File: config.mk
export PLATFORM = sky130hd
export DESIGN_NAME = seg7_scan8
export DESIGN_NICKNAME = d
export VERILOG_FILES = /design/src/rtl/seg7_scan8.sv
export SDC_FILE = /design/constraint.sdc
export NUM_CORES = 1
export LEC_CHECK = 0
export ABC_AREA = 0
export CAP_MARGIN = 20
export CELL_PAD_IN_SITES_DETAIL_PLACEMENT = 1
export CELL_PAD_IN_SITES_GLOBAL_PLACEMENT = 2
export CORE_UTILIZATION = 35
export DETAILED_ROUTE_END_ITERATION = 10
export PLACE_DENSITY_LB_ADDON = 0.1
export SKIP_LAST_GASP = 1
export SLEW_MARGIN = 20
export SYNTH_ARGS = -nofsm -noshare
export SYNTH_HDL_FRONTEND = slang
export SYNTH_SLANG_ARGS = --single-unit
File: constraint.sdc
create_clock -name Clk -period 3.87 [get_ports Clk]
set_input_delay 0.9675 -clock Clk [delete_from_list [all_inputs] [get_ports Clk]]
set_output_delay 0.9675 -clock Clk [all_outputs]
set_load 0.005 [all_outputs]
File: src/rtl/seg7_scan8.sv
// Eight-digit multiplexed hex display scanner.
// Left four digits show DataHi, right four show DataLo. Values are staged on
// Load and committed to the displayed (shadow) copy only at the frame boundary
// (digit 7 -> 0 advance), so a scan never mixes two values. Each digit slot
// opens with GHOST blank cycles to suppress ghosting while the digit enables
// switch. Optional leading-zero blanking works independently per 4-digit half.
// Outputs depend only on registered state plus the reset level; there is no
// combinational path from DataHi/DataLo/Load to the display pins.

module seg7_scan8 #(
    parameter int REFRESH_DIV = 100000,
    parameter int GHOST       = 2,
    parameter int BLANK_LZ    = 0
) (
    input  logic        Clk,
    input  logic        Reset,
    input  logic [15:0] DataHi,
    input  logic [15:0] DataLo,
    input  logic        Load,
    output logic [6:0]  out7,
    output logic [7:0]  en_out,
    output logic [2:0]  DigitIdx
);

    localparam int PW = (REFRESH_DIV > 1) ? $clog2(REFRESH_DIV) : 1;
    localparam logic [PW-1:0] SLOT_LAST = PW'(REFRESH_DIV - 1);
    localparam logic [PW-1:0] GHOST_CNT = PW'(GHOST);

    logic [PW-1:0] prescaler;
    logic [2:0]    digit;
    logic [31:0]   staging;
    logic [31:0]   shadow;
    logic          pending;

    logic          slot_end;
    logic          frame_end;
    logic [31:0]   data_in;

    logic [3:0]    nibble;
    logic [15:0]   half_val;
    logic [1:0]    pos_in_half;
    logic          ghost_blank;
    logic          lz_blank;
    logic [6:0]    seg_code;

    assign data_in   = {DataHi, DataLo};
    assign slot_end  = (prescaler == SLOT_LAST);
    assign frame_end = slot_end && (digit == 3'd7);

    // Hex nibble to active-low {g,f,e,d,c,b,a} segment pattern.
    function automatic logic [6:0] hex_to_seg(input logic [3:0] hex);
        logic [6:0] seg;
        case (hex)
            4'h0:    seg = 7'b1000000;
            4'h1:    seg = 7'b1111001;
            4'h2:    seg = 7'b0100100;
            4'h3:    seg = 7'b0110000;
            4'h4:    seg = 7'b0011001;
            4'h5:    seg = 7'b0010010;
            4'h6:    seg = 7'b0000010;
            4'h7:    seg = 7'b1111000;
            4'h8:    seg = 7'b0000000;
            4'h9:    seg = 7'b0010000;
            4'hA:    seg = 7'b0001000;
            4'hB:    seg = 7'b0000011;
            4'hC:    seg = 7'b1000110;
            4'hD:    seg = 7'b0100001;
            4'hE:    seg = 7'b0000110;
            default: seg = 7'b0001110;
        endcase
        return seg;
    endfunction

    // Slot timer and digit scan counter; digit advances when the slot expires.
    always_ff @(posedge Clk) begin
        if (!Reset) begin
            prescaler <= '0;
            digit     <= 3'd0;
        end else if (slot_end) begin
            prescaler <= '0;
            digit     <= digit + 3'd1;
        end else begin
            prescaler <= prescaler + PW'(1);
        end
    end

    // Staging capture and frame-boundary commit. A Load coinciding with the
    // boundary wins over any older staged value and leaves nothing pending.
    always_ff @(posedge Clk) begin
        if (!Reset) begin
            staging <= 32'h0;
            shadow  <= 32'h0;
            pending <= 1'b0;
        end else begin
            if (Load) begin
                staging <= data_in;
            end
            if (frame_end) begin
                if (Load) begin
                    shadow <= data_in;
                end else if (pending) begin
                    shadow <= staging;
                end
                pending <= 1'b0;
            end else if (Load) begin
                pending <= 1'b1;
            end
        end
    end

    // Blanking decisions: ghost window at slot start, and leading zeros when
    // this digit and every more-significant digit of its half are zero.
    always_comb begin
        nibble      = shadow[{digit, 2'b00} +: 4];
        half_val    = digit[2] ? shadow[31:16] : shadow[15:0];
        pos_in_half = digit[1:0];
        ghost_blank = (prescaler < GHOST_CNT);
        lz_blank    = (BLANK_LZ != 0) && (pos_in_half != 2'd0) &&
                      ((half_val >> {pos_in_half, 2'b00}) == 16'h0000);
        seg_code    = hex_to_seg(nibble);
    end

    // Display drive; everything is forced blank while reset is held.
    always_comb begin
        en_out   = 8'hFF;
        out7     = 7'h7F;
        DigitIdx = digit;
        if (!Reset) begin
            DigitIdx = 3'd0;
        end else if (!ghost_blank && !lz_blank) begin
            en_out = ~(8'b0000_0001 << digit);
            out7   = seg_code;
        end
    end

endmodule

==> impl_metrics.tcl, run 1 <==
set metrics [dict create \
    setup_viol 0 \
    synth_edf_count 0 \
    rsz0062_at_grt "false" \
    post-route-period-util 0.9546 \
    timing.slew.headroom 0.5132 \
    synth_warnings 0 \
    regArea_um2 1705 \
    numCtsBuffers 9 \
    clock.fmax_mhz 270.7 \
    period_minus_slack_ns 3.694 \
    crit_arrival_ns 2.73 \
    viasPerCell 4.968 \
    die_h_um 107.7 \
    syn_nets 438 \
    path_class "flip-flop to output pin" \
    cts_tree "built" \
    synth-seq-cells 85 \
    port_buffers 52 \
    status "finished clean" \
    insertion_delay_ns 0.35 \
    leakagePower_uw 0.002206 \
    multiInputGateArea_um2 2066 \
    cts_sinks 85 \
    yosysSeqAreaShare 0.4352 \
    drive_above_1_share 0.09888 \
    yosys.cell_types.count 40 \
    cp-end-kind "output pin" \
    r2r-end "shadow[27]" \
    ant_nets 0 \
    final.setup.tns_ns 0 \
    synthTopCellsByArea "dfxtp_1 (44%), mux2i_1 (10%), o211a_1 (8.4%)" \
    synth_top_area_frac 0.4352 \
    tightest_slew_ns 0.7301 \
    nFillCells 1230 \
    drt_pass1_iterations 4 \
    dieArea_um2 11600 \
    yosysMostFrequentCell "dfxtp_1" \
    core-area_um2 10840 \
    slowest_delay_ns 0.51 \
    synth_ff_type "dfxtp_1" \
    grt_pass1_vias 2886 \
    track_usage 0.1664 \
    reg2reg_from "prescaler[0]" \
    peakVddDrop_v 0.0001324 \
    worstHoldPathCells 1 \
    die_w_um 107.7 \
    hp-class "flip-flop to flip-flop" \
    grt_pass1_wl_mm 14.67 \
    routed.top_layer "met4" \
    power_density_nw_per_um2 336.3 \
    yosys-mux-area-fraction 0.1462 \
    num_vias 2906 \
    crit_chain "mux4_2, mux2i_1, buf_4, inv_1, ha_1, nor3_1, o31ai_1, clkdlybuf4s50_1" \
    antenna_found_initial 0 \
    path_max_fanout 7 \
    cpMaxStageDelayCell "mux4_2" \
    reg2reg_depth 7 \
    hold_buffers 0 \
    synth-compound-area-share 0.1178 \
    synthToLayoutAreaGrowth_pct 21.54 \
    fin_skew_ns 0.007669 \
    wl_per_cell_um 15.44 \
    min-delay-start "prescaler[0]" \
    wirelength_mm 9.035 \
    async_flop_share 0 \
    crit_required_ns 2.90 \
    placed_cells 570 \
    maxCapViolations 0 \
    nets 489 \
    drt-met1-wl_mm 4.420 \
    gr-total-overflow 0 \
    yosys.area_share.simple 0.1808 \
    place_congestion 0.7914 \
    drcViolationCount 0 \
    cp_top_family "buffers and inverters" \
    start_kind "flip-flop" \
    clkTransAtPathRegs_ns 0.08 \
    row_count 38 \
    yosys-top-cells-count "dfxtp_1 (85), nand2_1 (47), mux2i_1 (40)" \
    min_to "prescaler[0]" \
    place.detailed.hpwl_mm 6.302 \
    synthAdderAreaFrac 0.03840 \
    syn_area_um2 3910 \
    stdcell_count 585 \
    met2WireLength_mm 4.298 \
    wl_met3_um 271 \
    grt_max_degree 65 \
    critPathBufInv 3 \
    cts_buffer_depth 2 \
    cts_max_level 3 \
    initial_core_util 0.3607 \
    path_depth 8 \
    io_pins 53 \
    synth_area_per_cell_um2 10.00 \
    synth_top_family_by_area "simple AND/OR/NAND/NOR gates" \
    cts-root-buf "clkbuf_8" \
    synth_xor_area_frac 0.03584 \
    antennaDiodeCount 0 \
    hold_viol 0 \
    drt_iter0_drc 52 \
    syn_inst 391 \
    r2r_slack_ns 1.48 \
    final_max_slew_viol_count 0 \
    synth_top_cell_by_area "dfxtp_1" \
]
timing repair:
action / 4_1_cts / 5_1_grt
endpoints found under the setup margin: 7 / 6
buffers inserted: 0 / 1
gates cloned: 0 / 0
resized for setup: 3 / 6
metrics by stage:
stage | power (uW) | setup slack [ns] | utilization | instance area [um2] | hold WS (ns)
floorplan | 994.5 | 0.7440 | - | 3910 | 0.4179
global placement | 1057 | 0.1913 | 0.4182 | 4533 | 0.4268
detailed placement | 1060 | 0.1256 | 0.4185 | 4537 | 0.4461
CTS | 1630 | -0.04751 | 0.4348 | 4713 | 0.4616
global route | 1674 | 0.03104 | 0.4384 | 4752 | 0.4857
finish | 1598 | 0.1756 | 0.4384 | 4752 | 0.4550
worst max path at each step:
stage                   from       to
CTS                 digit[0]  out7[3]
detailed placement  digit[0]  out7[3]
floorplan           digit[0]  out7[3]
global placement    digit[0]  out7[3]
global route        digit[0]  out7[0]
finish              digit[0]  out7[0]
sequential cells by signal, summed over array words and instances, names as in the netlist:
| register | flops |
|---|---|
| staging | 32 |
| digit | 3 |
| shadow | 32 |
| prescaler | 17 |
| pending | 1 |
report_power, final:
group	internal, uW	total [uW]	switching (uW)
Combinational	73.3	132	58.6
Sequential	896	903	7.42
Clock	245	563	317
routing by layer:
layer	track usage	vias to the layer above
met3	0.03148	2
met5	0	-
met4	0.05871	0
met2	0.2711	42
met1	0.2188	1407
li1	-	1455
cell type report:
class,instances,share of cell area
repair buffers,63,0.1261
inverters,11,0.008689
clock buffers,11,0.02975
clock inverters,3,0.005003
well taps,140,0.03686
multi-input cells,272,0.4347
flip-flops and latches,85,0.3589
cell families after synthesis:
kind of cell | after synthesis
multiplexers | 49
flip-flops | 85
AND/OR/NAND/NOR | 143
adder cells (fa/ha/maj) | 12
AO/OA/AOI/OAI | 52
buffers and inverters | 34
XOR/XNOR | 16
layout by cell type (no fill, tap or decap), drive strengths merged:
| master | synthesis | final |
|---|---|---|
| buf | 11 | 13 |
| nor4 | 5 | 5 |
| nor2 | 24 | 24 |
| o21ai | 5 | 5 |
| a21oi | 2 | 2 |
| nand2b | 1 | 1 |
| or3 | 1 | 1 |
| a211oi | 2 | 2 |
| or2 | 1 | 1 |
| dlymetal6s2s | 0 | 1 |
| clkbuf | 12 | 11 |
| o211ai | 2 | 2 |
| clkinvlp | 0 | 2 |
| xor2 | 8 | 8 |
| clkinv | 1 | 2 |
| o211a | 33 | 33 |
| ha | 12 | 12 |
| mux2i | 41 | 41 |
| o21a | 1 | 1 |
| xnor2 | 8 | 8 |
| a22o | 1 | 1 |
| or4 | 1 | 1 |
| dfxtp | 85 | 85 |
| and3 | 2 | 2 |
| clkdlybuf4s50 | 0 | 49 |
| and2 | 5 | 5 |
| mux4 | 6 | 6 |
| nand2 | 48 | 48 |
| mux2 | 2 | 2 |
| o31ai | 1 | 1 |
| inv | 10 | 10 |
| nand3 | 13 | 13 |
| o221ai | 4 | 4 |
| o22ai | 1 | 1 |
| nor2b | 34 | 34 |
| nor3 | 8 | 8 |
worst register-to-register path: stages (launching register included):
cell and delay [ns]:
dfxtp_1 0.36, ha_1 0.23, nand2_2 0.11, or4_4 0.59, nor3_4 0.16, buf_4 0.51, nand2_1 0.18, o211a_1 0.16
Power figures use the tool's default switching activity.
==> run 2, diff against run 1 <==
- CTS_CLUSTER_SIZE: default -> 28
==> results of run 2 <==
Same layout as run 1: the final DEF is identical, and so are final timing and power.
==> run 3, diff against run 2 <==
- CORE_UTILIZATION: 35 -> 37
- clock period: 3.87 -> 4.7 ns (I/O delays scaled with it)
==> impl_metrics.tcl, run 3 (synthesis results as in run 1) <==
set metrics [dict create \
    row_count 37 \
    leakagePower_uw 0.002193 \
    drive_above_1_share 0.08428 \
    drcViolationCount 0 \
    peakVddDrop_v 0.0001302 \
    dieArea_um2 10980 \
    start_kind "flip-flop" \
    path_max_fanout 15 \
    layout_common_cells "dfxtp_1 (84), clkdlybuf4s50_1 (50), nand2_1 (47), mux2i_1 (39), nor2b_1 (34)" \
    num_vias 2864 \
    post-route-period-util 0.9246 \
    clock.fmax_mhz 230.1 \
    wirelength_mm 8.737 \
    synthToLayoutAreaGrowth_pct 20.03 \
    final_max_slew_viol_count 0 \
    tightest_slew_ns 0.7216 \
    cts_tree "built" \
    drt_pass1_iterations 4 \
    nFillCells 1174 \
    grt_max_degree 68 \
    crit_arrival_ns 3.17 \
    use_met3 0.03930 \
    hp-class "flip-flop to flip-flop" \
    track_usage 0.1694 \
    gr-usage-met2 0.2455 \
    path_class "flip-flop to output pin" \
    antenna_found_initial 0 \
    final_common_cell "dfxtp_1" \
    cts_buffer_depth 2 \
    power_density_nw_per_um2 291.2 \
    initial_core_util 0.3804 \
    grt.busiest_layer "met2" \
    fin_skew_ns 0.005962 \
    hold_viol 0 \
    ant_nets 0 \
    antennaDiodeCount 0 \
    maxCapViolations 0 \
    timing.slew.headroom 0.5189 \
    cp-end-kind "output pin" \
    viasPerCell 4.981 \
    grt_pass1_wl_mm 14.66 \
    clkTransAtPathRegs_ns 0.08 \
    period_minus_slack_ns 4.345 \
    crit_required_ns 3.52 \
    core-area_um2 10280 \
    nets 484 \
    cts_setup_buffers 0 \
    numCtsBuffers 9 \
    met1_usage 0.2398 \
    die_w_um 104.8 \
    cts_sinks 85 \
    cts-root-buf "clkbuf_8" \
    final.setup.tns_ns 0 \
    grt_pass1_vias 2850 \
    top_regs "shadow x32, staging x32, prescaler x17" \
    place_congestion 0.8230 \
    setup_viol 0 \
    place.detailed.hpwl_mm 6.203 \
    drt_iter0_drc 118 \
    fin_hold_ws_ns 0.4578 \
    hold_buffers 0 \
    wl_per_cell_um 15.19 \
    cts_max_level 3 \
    die_h_um 104.8 \
    port_buffers 52 \
    status "finished clean" \
    rsz0062_at_grt "false" \
    cts_resized 0 \
    io_pins 53 \
    gr-total-overflow 0 \
    insertion_delay_ns 0.36 \
]
-- run 3: changes by cell type in the layout (fill, tap and decap cells not counted), sizes merged --
cell,before,now
buf,13,8
clkinvlp,2,0
clkdlybuf4s50,49,50
bufinv,0,1
dlymetal6s2s,1,0
-- run 3: critical path: stages (launching register included) --
cell and delay (ns):
dfxtp_1 0.68, mux4_2 0.40, mux2i_1 0.36, ha_1 0.33, nor3_1 0.21, a211oi_1 0.06
o21ai_0 0.24, clkdlybuf4s50_1 0.55
-- run 3: worst paths after layout --
kind	start	to	slack [ns]	depth (start not counted)
setup / recovery	digit[1]	out7[3]	0.35	7
hold / removal	prescaler[0]	prescaler[0]	0.46	1
setup reg to reg	prescaler[0]	shadow[3]	2.30	7
hold reg to reg	prescaler[0]	prescaler[0]	0.46	1
-- run 3: final cells by class --
class | instances | area, um2 | area share
inverters | 11 | 41.29 | 0.008798
clock buffers | 11 | 151.4 | 0.03226
clock inverters | 2 | 35.03 | 0.007465
repair buffers | 58 | 555.5 | 0.1184
flip-flops and latches | 85 | 1703 | 0.3628
well taps | 136 | 170.2 | 0.03626
multi-input cells | 272 | 2037 | 0.4340
-- run 3: metrics by stage --
stage / utilization / setup slack [ns] / cells / instance area [um2] / total power [uW]
2_1_floorplan: - / 1.367 / 391 / 3910 / 818.9
4_1_cts: 0.4562 / 0.1125 / 575 / 4688 / 1391
3_3_place_gp: 0.4377 / 0.6760 / 562 / 4498 / 870.5
3_5_place_dp: 0.4380 / 0.5138 / 562 / 4502 / 872.7
5_1_grt: 0.4567 / 0.1233 / 575 / 4693 / 1433
6_report: 0.4567 / 0.3546 / 575 / 4693 / 1367
-- run 3: report_power, final --
part	switching, uW	total [uW]	internal (uW)
sequential	6.00	744	738
clock	248	513	265
combinational	49.5	110	60.1
total	303	1370	1060
-- run 3: layer usage --
metal,up-vias,wire (um)
met4,0,150
met1,1352,4580
li1,1445,-
met3,14,347
met2,53,3659
met5,-,0
==> variant: new RTL, config.mk and constraints of run 1 <==
Change the parameter `REFRESH_DIV` from 100000 to 50000.
--- a/src/rtl/seg7_scan8.sv
+++ b/src/rtl/seg7_scan8.sv
@@ -10,3 +10,3 @@
 module seg7_scan8 #(
-    parameter int REFRESH_DIV = 100000,
+    parameter int REFRESH_DIV = 50000,
     parameter int GHOST       = 2,
Check against the original RTL: same outputs for any inputs over 10 cycles, from zero or initial values and one cycle with Reset low; that may be too few to reach the edited logic, so the function may still have changed.
==> variant against run 1 <==
Sequential power is 0.7% lower; highest routed layer unchanged; cell area is 5.5% higher; critical path depth is 2 lower; total power is 20% higher; wire length is 8.6% higher; area after synthesis is 1.6% higher; critical endpoint unchanged; setup slack worse by 87 ps; sequential cell count is 1 lower.
==> variant: results (changes against run 1) <==
drt:
  vias_per_cell: 4.93  # -0.80%
  met3_wirelength_um: 356  # +31%
  wl_met1_um: 4830  # +9.2%
logic_synthesis:
  synth_cell_types: 46  # +15%
  syn_nets: 468  # +6.8%
  synth_common_cells: "dfxtp_1, nand2_1, and2_1, mux2_2, a21boi_0"
  synth-xor-area-share_pct: 3.53  # -0.055 points
  synth.avg_cell_area_um2: 9.43  # -5.7%
  synthAdderAreaFrac_pct: 3.78  # -0.059 points
  synth.area.top_cells: "dfxtp_1, mux2_2, nand2_1"
timing:
  fin_crit_sh_pct: 97.7  # +2.3 points
  fin_skew_ps: 6.92  # -0.745 ps
placed_design:
  hpwl_um: 6850  # +8.7%
  place_congestion: 0.757  # -4.3%
layout:
  nets: 523  # +7.0%
  buffer_area_share_pct: 12.9  # +0.24 points
  inv_count: 8  # -3
  multi_input_area_share_pct: 43.5  # about the same
  drive_above_1_share_pct: 16.6  # +6.7 points
  buffers: 68  # +7.9%
  seq_share_pct: 33.5  # -2.3 points
critical_path:
  crit_slowest_cell: "or4_1"
  cpPeakStageDelay_ps: 560  # +50 ps
  r2r-start: "prescaler[1]"
  critPathArrivalTime_ps: 2810  # +80 ps
  crit_family: "simple AND/OR/NAND/NOR gates"
  crit_path_start: "prescaler[11]"
  worst-path-max-fanout: 16  # +9
global_routing:
  grt_max_degree: 48  # -26%
  use_met1_pct: 24.1  # +2.2 points
  grtUsageMet2_pct: 29.0  # +1.9 points
  use_met3_pct: 3.80  # +0.65 points
clock_network:
  clk_pin_slew_worst_paths_ps: 60  # -20 ps
  post_cts_resized: 8  # +5
  clkSinkCount: 84  # -1.2%
  cts_root_buffer: "clkbuf_16"
min_path:
  min_path_cells: 2  # +1
run_status:
  outcome: "complete, no violations"
==> variant: changes by cell type after synthesis, sizes merged, moves of 29 or more <==
| cell | change |
|---|---|
| a21boi | +30 |
| and2 | +34 |
| mux2 | +31 |
| mux2i | -32 |
| nand2 | +30 |
| nor2b | -29 |
| o211a | -31 |
==> variant: metrics by stage <==
step	util (%)	total power [mW]	instance area, um2	hold WS [ps]	setup TNS [ps]
after floorplan	-	0.993	3970	428	0
after global placement	42.5	1.06	4650	446	0
after detailed placement	42.5	1.06	4650	448	0
after CTS	45.5	1.95	4980	453	0
after global routing	45.8	2.01	5010	476	-25.7
final	45.8	1.92	5010	452	0
==> variant: power breakdown <==
part | total (mW) | internal (mW) | switching [mW]
Sequential | 0.897 | 0.887 | 0.00955
Clock | 0.885 | 0.520 | 0.364
Combinational | 0.141 | 0.0860 | 0.0551
Total | 1.92 | 1.49 | 0.429
==> variant: logic make-up after synthesis <==
group,Yosys count
compound gates,50
xor+xnor,16
fa+ha+maj,12
buf+inv,32
flops,84
mux,48
simple gates,179
